[src/rtl/riscy_pkg.sv]
// Shared loader constants: FSM state encoding, length-field width and the
// memory-port request bundle used by the port mux.
package riscy_pkg;

    localparam int LEN_BYTES = 4;

    localparam logic [2:0] ST_IDLE  = 3'd0;
    localparam logic [2:0] ST_LEN   = 3'd1;
    localparam logic [2:0] ST_DATA  = 3'd2;
    localparam logic [2:0] ST_WRITE = 3'd3;
    localparam logic [2:0] ST_DONE  = 3'd4;

    typedef struct packed {
        logic [29:0] addr;
        logic        ren;
        logic        wen;
        logic [31:0] data;
        logic [3:0]  bsel;
    } mem_req_t;

    function automatic logic is_busy(input logic [2:0] s);
        return (s == ST_LEN) || (s == ST_DATA) || (s == ST_WRITE);
    endfunction

endpackage

[src/rtl/byte_to_word_packer.sv]
// Collects LEN_BYTES little-endian bytes into a 32-bit word and strobes
// word_done in the cycle the last byte is accepted.
module byte_to_word_packer
    import riscy_pkg::*;
(
    input  logic        clk,
    input  logic        reset,
    input  logic        clear,
    input  logic [7:0]  byte_in,
    input  logic        byte_en,
    output logic [31:0] word,
    output logic [31:0] word_next,
    output logic        word_done
);

    localparam int IDX_W = $clog2(LEN_BYTES);
    localparam logic [IDX_W-1:0] LAST_IDX = IDX_W'(LEN_BYTES - 1);

    logic [IDX_W-1:0] idx_q, idx_d;
    logic [31:0]      word_q, word_d;

    // Shifting in from the top leaves the first byte in bits [7:0].
    assign word_next = {byte_in, word_q[31:8]};
    assign word_done = byte_en && (idx_q == LAST_IDX);
    assign word      = word_q;

    always_comb begin
        idx_d  = idx_q;
        word_d = word_q;
        if (clear) begin
            idx_d = '0;
        end else if (byte_en) begin
            idx_d  = idx_q + 1'b1;
            word_d = word_next;
        end
    end

    always_ff @(posedge clk) begin
        if (reset) begin
            idx_q  <= '0;
            word_q <= '0;
        end else begin
            idx_q  <= idx_d;
            word_q <= word_d;
        end
    end

endmodule

[src/rtl/program_mem_loader.sv]
// Loads a length-prefixed program image from a byte stream into program
// memory, holding the CPU in reset and owning the memory port meanwhile.
module program_mem_loader
    import riscy_pkg::*;
#(
    parameter logic [29:0] BASE_WORD_ADDR = 30'h0,
    parameter int          MAX_WORDS      = 2048
) (
    input  logic        clk,
    input  logic        reset,
    input  logic        start,
    input  logic [7:0]  byte_in,
    input  logic        byte_valid,
    output logic        byte_ready,
    input  logic [31:2] cpu_address,
    input  logic        cpu_ren,
    input  logic        cpu_wen,
    input  logic [31:0] cpu_data_in,
    input  logic [3:0]  cpu_byte_select,
    output logic        cpu_stall,
    output logic [31:2] mem_address,
    output logic        mem_ren,
    output logic        mem_wen,
    output logic [31:0] mem_data_in,
    output logic [3:0]  mem_byte_select,
    output logic        busy,
    output logic        done,
    output logic        error,
    output logic        cpu_reset_hold,
    output logic [15:0] word_count
);

    localparam logic [31:0] MAX_WORDS_W = 32'(MAX_WORDS);

    logic [2:0]  state_q, state_d;
    logic [31:0] n_q, n_d;
    logic [15:0] wc_q, wc_d;
    logic        done_q, done_d;
    logic        error_q, error_d;

    logic        byte_en;
    logic        start_ok;
    logic [15:0] wc_inc;
    logic [31:0] pk_word;
    logic [31:0] pk_next;
    logic        pk_done;

    mem_req_t    loader_req;
    mem_req_t    cpu_req;
    mem_req_t    mem_req;

    assign busy           = is_busy(state_q);
    assign cpu_reset_hold = busy;
    assign byte_ready     = (state_q == ST_LEN) || (state_q == ST_DATA);
    assign byte_en        = byte_valid && byte_ready;
    assign start_ok       = start &&
                            ((state_q == ST_IDLE) || (state_q == ST_DONE));
    assign wc_inc         = wc_q + 16'd1;
    assign done           = done_q;
    assign error          = error_q;
    assign word_count     = wc_q;

    byte_to_word_packer u_packer (
        .clk       (clk),
        .reset     (reset),
        .clear     (start_ok),
        .byte_in   (byte_in),
        .byte_en   (byte_en),
        .word      (pk_word),
        .word_next (pk_next),
        .word_done (pk_done)
    );

    always_comb begin
        state_d = state_q;
        n_d     = n_q;
        wc_d    = wc_q;
        done_d  = done_q;
        error_d = error_q;
        unique case (state_q)
            ST_IDLE, ST_DONE: begin
                if (start_ok) begin
                    state_d = ST_LEN;
                    wc_d    = '0;
                    done_d  = 1'b0;
                    error_d = 1'b0;
                end
            end
            ST_LEN: begin
                if (pk_done) begin
                    n_d = pk_next;
                    if (pk_next == 32'd0) begin
                        state_d = ST_DONE;
                        done_d  = 1'b1;
                    end else if (pk_next > MAX_WORDS_W) begin
                        state_d = ST_DONE;
                        done_d  = 1'b1;
                        error_d = 1'b1;
                    end else begin
                        state_d = ST_DATA;
                    end
                end
            end
            ST_DATA: begin
                if (pk_done) begin
                    state_d = ST_WRITE;
                end
            end
            ST_WRITE: begin
                wc_d = wc_inc;
                if ({16'h0, wc_inc} == n_q) begin
                    state_d = ST_DONE;
                    done_d  = 1'b1;
                end else begin
                    state_d = ST_DATA;
                end
            end
            default: begin
                state_d = ST_IDLE;
            end
        endcase
    end

    always_ff @(posedge clk) begin
        if (reset) begin
            state_q <= ST_IDLE;
            n_q     <= '0;
            wc_q    <= '0;
            done_q  <= 1'b0;
            error_q <= 1'b0;
        end else begin
            state_q <= state_d;
            n_q     <= n_d;
            wc_q    <= wc_d;
            done_q  <= done_d;
            error_q <= error_d;
        end
    end

    always_comb begin
        loader_req.addr = BASE_WORD_ADDR + 30'(wc_q);
        loader_req.ren  = 1'b0;
        loader_req.wen  = (state_q == ST_WRITE);
        loader_req.data = pk_word;
        loader_req.bsel = 4'hF;
    end

    // A simultaneous CPU read and write is treated as a read.
    always_comb begin
        cpu_req.addr = cpu_address;
        cpu_req.ren  = cpu_ren;
        cpu_req.wen  = cpu_wen && !cpu_ren;
        cpu_req.data = cpu_data_in;
        cpu_req.bsel = cpu_byte_select;
    end

    assign mem_req         = busy ? loader_req : cpu_req;
    assign mem_address     = mem_req.addr;
    assign mem_ren         = mem_req.ren;
    assign mem_wen         = mem_req.wen;
    assign mem_data_in     = mem_req.data;
    assign mem_byte_select = mem_req.bsel;
    assign cpu_stall       = busy && (cpu_ren || cpu_wen);

endmodule

[config.mk]
export PLATFORM = sky130hd
export DESIGN_NAME = program_mem_loader
export DESIGN_NICKNAME = d
export VERILOG_FILES = /design/src/rtl/riscy_pkg.sv /design/src/rtl/byte_to_word_packer.sv /design/src/rtl/program_mem_loader.sv
export SDC_FILE = /design/constraint.sdc
export NUM_CORES = 1
export LEC_CHECK = 0
export BUFFER_PORTS_ARGS = -buffer_cell sky130_fd_sc_hd__buf_2
export CORE_MARGIN = 3
export CORE_UTILIZATION = 51
export DETAILED_ROUTE_END_ITERATION = 8
export MAX_ROUTING_LAYER = met4
export PLACE_DENSITY = 0.85
export SKIP_CTS_REPAIR_TIMING = 1
export SLEW_MARGIN = 20
export SYNTH_ARGS = -nofsm -noshare
export SYNTH_HDL_FRONTEND = slang
export SYNTH_SLANG_ARGS = --single-unit
[constraint.sdc]
create_clock -name clk -period 3.25 [get_ports clk]
set_clock_uncertainty 0.15 [all_clocks]
set_input_delay 0.325 -clock clk [delete_from_list [all_inputs] [get_ports clk]]
set_output_delay 0.325 -clock clk [all_outputs]
set_load 0.005 [all_outputs]
# Yosys cells after proc, flatten, opt, wreduce, memory -nomap -nowiden
# Index checks and enable logic that the tools add are counted.
dict set report word_totals {
  reg_bits 87
  latch_bits 0
  mem_bits_rw 0
  rom_bits 0
  input_bits 80
  out_inout_bits 90
  wordCells 66
  memories 0
}
dict set report op_classes {
  n_addsub 2
  n_mul 0
  div 0
  order_cmp 1
  n_eq_ne 13
  shift 0
  n_mux 19
  n_bitwise 1
  n_reduce_logical 23
}
# cell count
set ops {}
lappend ops {{68-bit 2-to-1 mux} 1}
lappend ops {{16-bit by 32-bit == test with 1-bit output} 1}
lappend ops {{32-bit by 12-bit greater-than comparator with 1-bit output (second input constant)} 1}
lappend ops {{32-bit zero test} 1}
lappend ops {{16-bit case mux with 2 select lines} 1}
lappend ops {{3-bit 2-to-1 mux} 6}
lappend ops {{16-bit by 1-bit adder with 16-bit output (second input constant)} 1}
lappend ops {{16-bit 2-to-1 mux} 1}
lappend ops {{3-bit case mux with 4 select lines} 1}
lappend ops {{5-bit AND reduction} 2}
lappend ops {{2-bit != test (second input constant)} 4}
lappend ops {{1-bit 2-to-1 mux} 7}
lappend ops {{3-bit by 2-bit == test with 1-bit output (second input constant)} 2}
lappend ops {{2-bit AND reduction} 3}
lappend ops {{1-bit logical AND} 5}
lappend ops {{1-bit logical OR} 4}
lappend ops {{2-bit by 1-bit != test with 1-bit output (second input constant)} 2}
lappend ops {{2-bit nonzero test} 2}
lappend ops {{2-bit OR reduction} 2}
lappend ops {{3-bit by 1-bit == test with 1-bit output (second input constant)} 1}
lappend ops {{3-bit == test (second input constant)} 1}
lappend ops {{3-bit zero test} 1}
lappend ops {{3-bit by 1-bit != test with 1-bit output (second input constant)} 1}
lappend ops {{1-bit case mux with 3 select lines} 1}
lappend ops {{7 further kinds} 7}

# Depth between registers and ports, before layout
dict set report logic_depth {
  word_depth 6
  ltp_mapped 8
  mapped_depth_nobuf 7
}

# Modules after synthesis
# From an unflattened synthesis, not the netlist that was laid out.
dict set report unflattened {
  cells_unflattened 709
  area_unflattened_um2 5198.7
}
# module instances cells_each area_per_inst_um2
set modules_own_cells {}
lappend modules_own_cells {program_mem_loader 1 554 3585.9}
lappend modules_own_cells {byte_to_word_packer 1 155 1612.8}

# Least setup slack after synthesis
# No wires, ideal clock.
dict set report synth_path {
  path_kind {flip-flop to flip-flop}
  start {register wc_q[0] (netlist: word_count[0])}
  end {register state_q[2]}
  arrival_time_ps 2278
  slack_ps 748
  stages_incl_launch_ff 8
  path_buffers 0
  cell_sequence {dfxtp_1 -> ha_1 -> nand3_1 -> nor4_1 -> xnor2_1 -> o2111ai_1 -> or4_1 -> o21ai_0}
}
dict set report synth_between {
  elab_chain_len 4
}
# element line
set synth_rtl {}
lappend synth_rtl {{start: declaration} program_mem_loader.sv:37} ;# logic [15:0] wc_q, wc_d;
lappend synth_rtl {{start signal: assignment} program_mem_loader.sv:134} ;# wc_q <= wc_d;
lappend synth_rtl {{16-bit by 1-bit adder with 16-bit output} program_mem_loader.sv:58} ;# assign wc_inc = wc_q + 16'd1;
lappend synth_rtl {{16-bit by 32-bit == test with 1-bit output} program_mem_loader.sv:111} ;# if ({16'h0, wc_inc} == n_q) begin
lappend synth_rtl {{3-bit 2-to-1 mux} program_mem_loader.sv:111}
lappend synth_rtl {{3-bit case mux with 4 select lines} program_mem_loader.sv:80} ;# unique case (state_q)
lappend synth_rtl {{end signal: assignment} program_mem_loader.sv:132} ;# state_q <= state_d;
lappend synth_rtl {{end: declaration} program_mem_loader.sv:35} ;# logic [2:0] state_q, state_d;
# No other way between the ends.
# A chain may end at the register's enable or synchronous reset.

# Worst setup path in the final report
dict set report layout_path {
  start {register state_q[1]}
  end {output mem_data_in[29]}
}
dict set report layout_between {
  elab_chain_len 4
  elab_cells_between_ends 6
  cone_classes {3 x eq/ne; 1 x mux; 2 x reduce/logical}
}
# element line
set layout_rtl {}
lappend layout_rtl {{3-bit by 1-bit == test with 1-bit output or 3-bit by 2-bit == test with 1-bit output (tied branches)} riscy_pkg.sv:22} ;# return (s == ST_LEN) || (s == ST_DATA) || (s == ST_WRITE);
lappend layout_rtl {{1-bit logical OR} riscy_pkg.sv:22}
lappend layout_rtl {{1-bit logical OR *} riscy_pkg.sv:22}
lappend layout_rtl {{68-bit 2-to-1 mux *} program_mem_loader.sv:157} ;# assign mem_req = busy ? loader_req : cpu_req;
lappend layout_rtl {{end: declaration} program_mem_loader.sv:24} ;# output logic [31:0] mem_data_in,
# Mark *: on every way between the ends. The rest lies on a longest branch, timed or not.

==> flow_metrics.tcl <==
set metrics [dict create \
    synth_seq_cells 87 \
    hold_viol 0 \
    synthTopCellsByArea "dfxtp_1 35%, nand2_1 22%, a21oi_1 8.8%" \
    min_period_ps 2870 \
    fmax_ghz 0.349 \
    vias 5223 \
    num_io_pins 170 \
    grt-busiest-layer "met2" \
    syn_area_mm2 0.00492 \
    syn_area_per_cell_um2 6.73 \
    met2_usage_pct 42.5 \
    timing.setup.tns_ps 0 \
    rsz0062_at_grt "false" \
    p_leak_uw 0.00261 \
    cts_buffers 9 \
    cp_top_family "simple AND/OR/NAND/NOR gates" \
    cp.arrival_ps 2390 \
    worstSetupStartpointType "register" \
    grtUsageMet1_pct 30.0 \
    cp_num_buf_inv 3 \
    diodes 0 \
    timing.critical_path.cells "nor2_1 > or2_2 > inv_1 > buf_4 > nand2_1 > nand2_1 > buf_2" \
    portBuffers 169 \
    syn_nets 813 \
    worst_slack_ps 384 \
    slowest_stage "dfxtp_1" \
    clockRootBuffer "clkbuf_8" \
    synthFlopType "dfxtp_1" \
    synth.most_common_cell "nand2_1" \
    grt_pass1_vias 4644 \
    clk_pin_slew_ps 100 \
    critical-path-max-stage-delay_ps 600 \
    drt_iter0_drc 380 \
    drtAntennaViolNets 0 \
    yosysTopAreaCellShare_pct 35.4 \
    initial_core_util_pct 53.0 \
    post-route-period-util_pct 88.2 \
    min-delay-path-class "input port to register" \
    hpwl_um 9390 \
    cap_violations 0 \
    htree_levels 3 \
    finalSetupViolations 0 \
    cts_buffer_depth 2 \
    cp.required_ps 2770 \
    antenna_found_initial 0 \
    worstHoldStart "byte_in[1]" \
    power_density_mw_per_mm2 365 \
    drt-total-wl_um 13200 \
    peakVddDrop_mv 0.312 \
    met3_usage_pct 3.91 \
    die-area_mm2 0.0109 \
    dp_slack_ps 531 \
    drive_gt1_share_pct 23.9 \
    yosys-top-cells-count "282 x nand2_1, 87 x dfxtp_1, 86 x a21oi_1" \
    crit_start "state_q[1]" \
    async_reset_ff_share_pct 0 \
    crit_path_frequent_cell "nand2_1" \
    vias_per_cell 5.31 \
    yosys.area.top_type "dfxtp_1" \
    yosys.cell_types.count 52 \
    crit_end "mem_data_in[29]" \
    yosysWarnings 0 \
    slew-limit-headroom_pct 42.0 \
    synth_edf_count 0 \
    grt.overflow.total 0 \
    die_w_um 104 \
    rr_startpoint "word_count[1]" \
    num_rows 35 \
    drc_errors 0 \
    cp-end-kind "primary output" \
    core_mm2 0.00928 \
    cts.sinks 87 \
    cts_tree "done" \
    grt_max_degree 85 \
    drt_pre_antenna_iters 5 \
    synth_cells 731 \
    crit_type "register to primary output" \
    crit_path_max_fanout 49 \
    drv_slew 0 \
    rrSetupSlack_ps 490 \
    grt_usage_pct 24.7 \
    die_h_um 104 \
    status "complete, no violations" \
    wl_per_cell_um 13.5 \
    grt_first_pass_wirelength_um 22000 \
    clk_latency_ps 370 \
    cp.depth 7 \
    r2r_cells 7 \
    place_congestion 0.963 \
    yosysSeqAreaShare_pct 35.4 \
    tightest_slew_ps 871 \
    nets 931 \
    area_growth_syn_to_layout_pct 18.5 \
    reg2reg_to "state_q[2]" \
]
==> worst register-to-register path, cell delays in order (launching register included) <==
cell and delay (ps):
dfxtp_1 480, ha_1 330, nand3_1 210, nor4_1 550
xnor2_1 180, o2111ai_1 150, or4_1 560, o21ai_0 90
==> worst min-delay path by stage <==
stage / slack (ps) / end / cells after the start
after detailed placement: 300 / n_q[25] / 2
after global routing: 50 / n_q[25] / 3
final: 50 / u_packer.word[25] / 3
after floorplan: 290 / n_q[24] / 2
after global placement: 290 / n_q[25] / 2
after CTS: 40 / n_q[25] / 3
==> flip-flops by register name (all words and copies together), names as in the netlist <==
name	cells
n_q	32
done	1
word_count	16
error	1
u_packer.word	32
u_packer.idx_q	2
state_q	3
==> where the power goes <==
| group | switching [uW] | internal [uW] | total (uW) | leakage [uW] |
|---|---|---|---|---|
| combinational | 174 | 140 | 314 | 0.00182 |
| sequential | 13.3 | 1070 | 1090 | 0.000701 |
| clock | 433 | 293 | 727 | 0.0000863 |
==> metrics by stage <==
step                      total power [uW]  hold WS [ps]  instance area [um2]  utilization [%]  cells
final                                 2130          47.0                 5830             62.8    983
after global routing                  2220          53.4                 5830             62.8    983
after CTS                             2140          43.9                 5830             62.8    983
after detailed placement              1430           298                 5640             60.8    967
after global placement                1420           294                 5640             60.8    967
after floorplan                       1270           286                 4920                -    731
==> cell families after synthesis <==
| family | Yosys count | synth area share [%] |
|---|---|---|
| AOI/OAI and AO/OA | 129 | 14.2 |
| DFF | 87 | 35.4 |
| adders and majority gates | 2 | 0.509 |
| muxes | 2 | 0.407 |
| and+or+nand+nor | 412 | 37.5 |
| xor gates and xnor gates | 21 | 4.05 |
| buffers and inverters | 78 | 7.84 |
==> cell usage in the layout, fill, tap and decap left out, drive strengths merged, types with 3 or more instances in the layout <==
cell,count
and2,19
nand3b,6
a31oi,4
nor4,18
or3,4
clkbuf,9
nand2,282
xor2,9
inv,10
nor3,10
dfxtp,87
clkinvlp,3
nand2b,11
o21ai,23
xnor2,11
and3,5
nand3,9
buf,179
a21oi,86
nor2,31
nand4,8
==> area by class of cell <==
class	instances	area, um2
multi-input combinational	566	2800
sequential	87	1740
clock inverter	7	62.6
tap	129	161
inverter	6	22.5
clock buffer	9	124
timing repair buffer	179	921
fill	893	3450
==> metal layers <==
| layer | share of wire, % | wire [um] |
|---|---|---|
| met5 | 0 | 0 |
| met4 | 1.4 | 182 |
| met3 | 6.3 | 831 |
| met2 | 51 | 6690 |
| met1 | 42 | 5530 |
No activity file was read; power rests on OpenSTA's default activity.
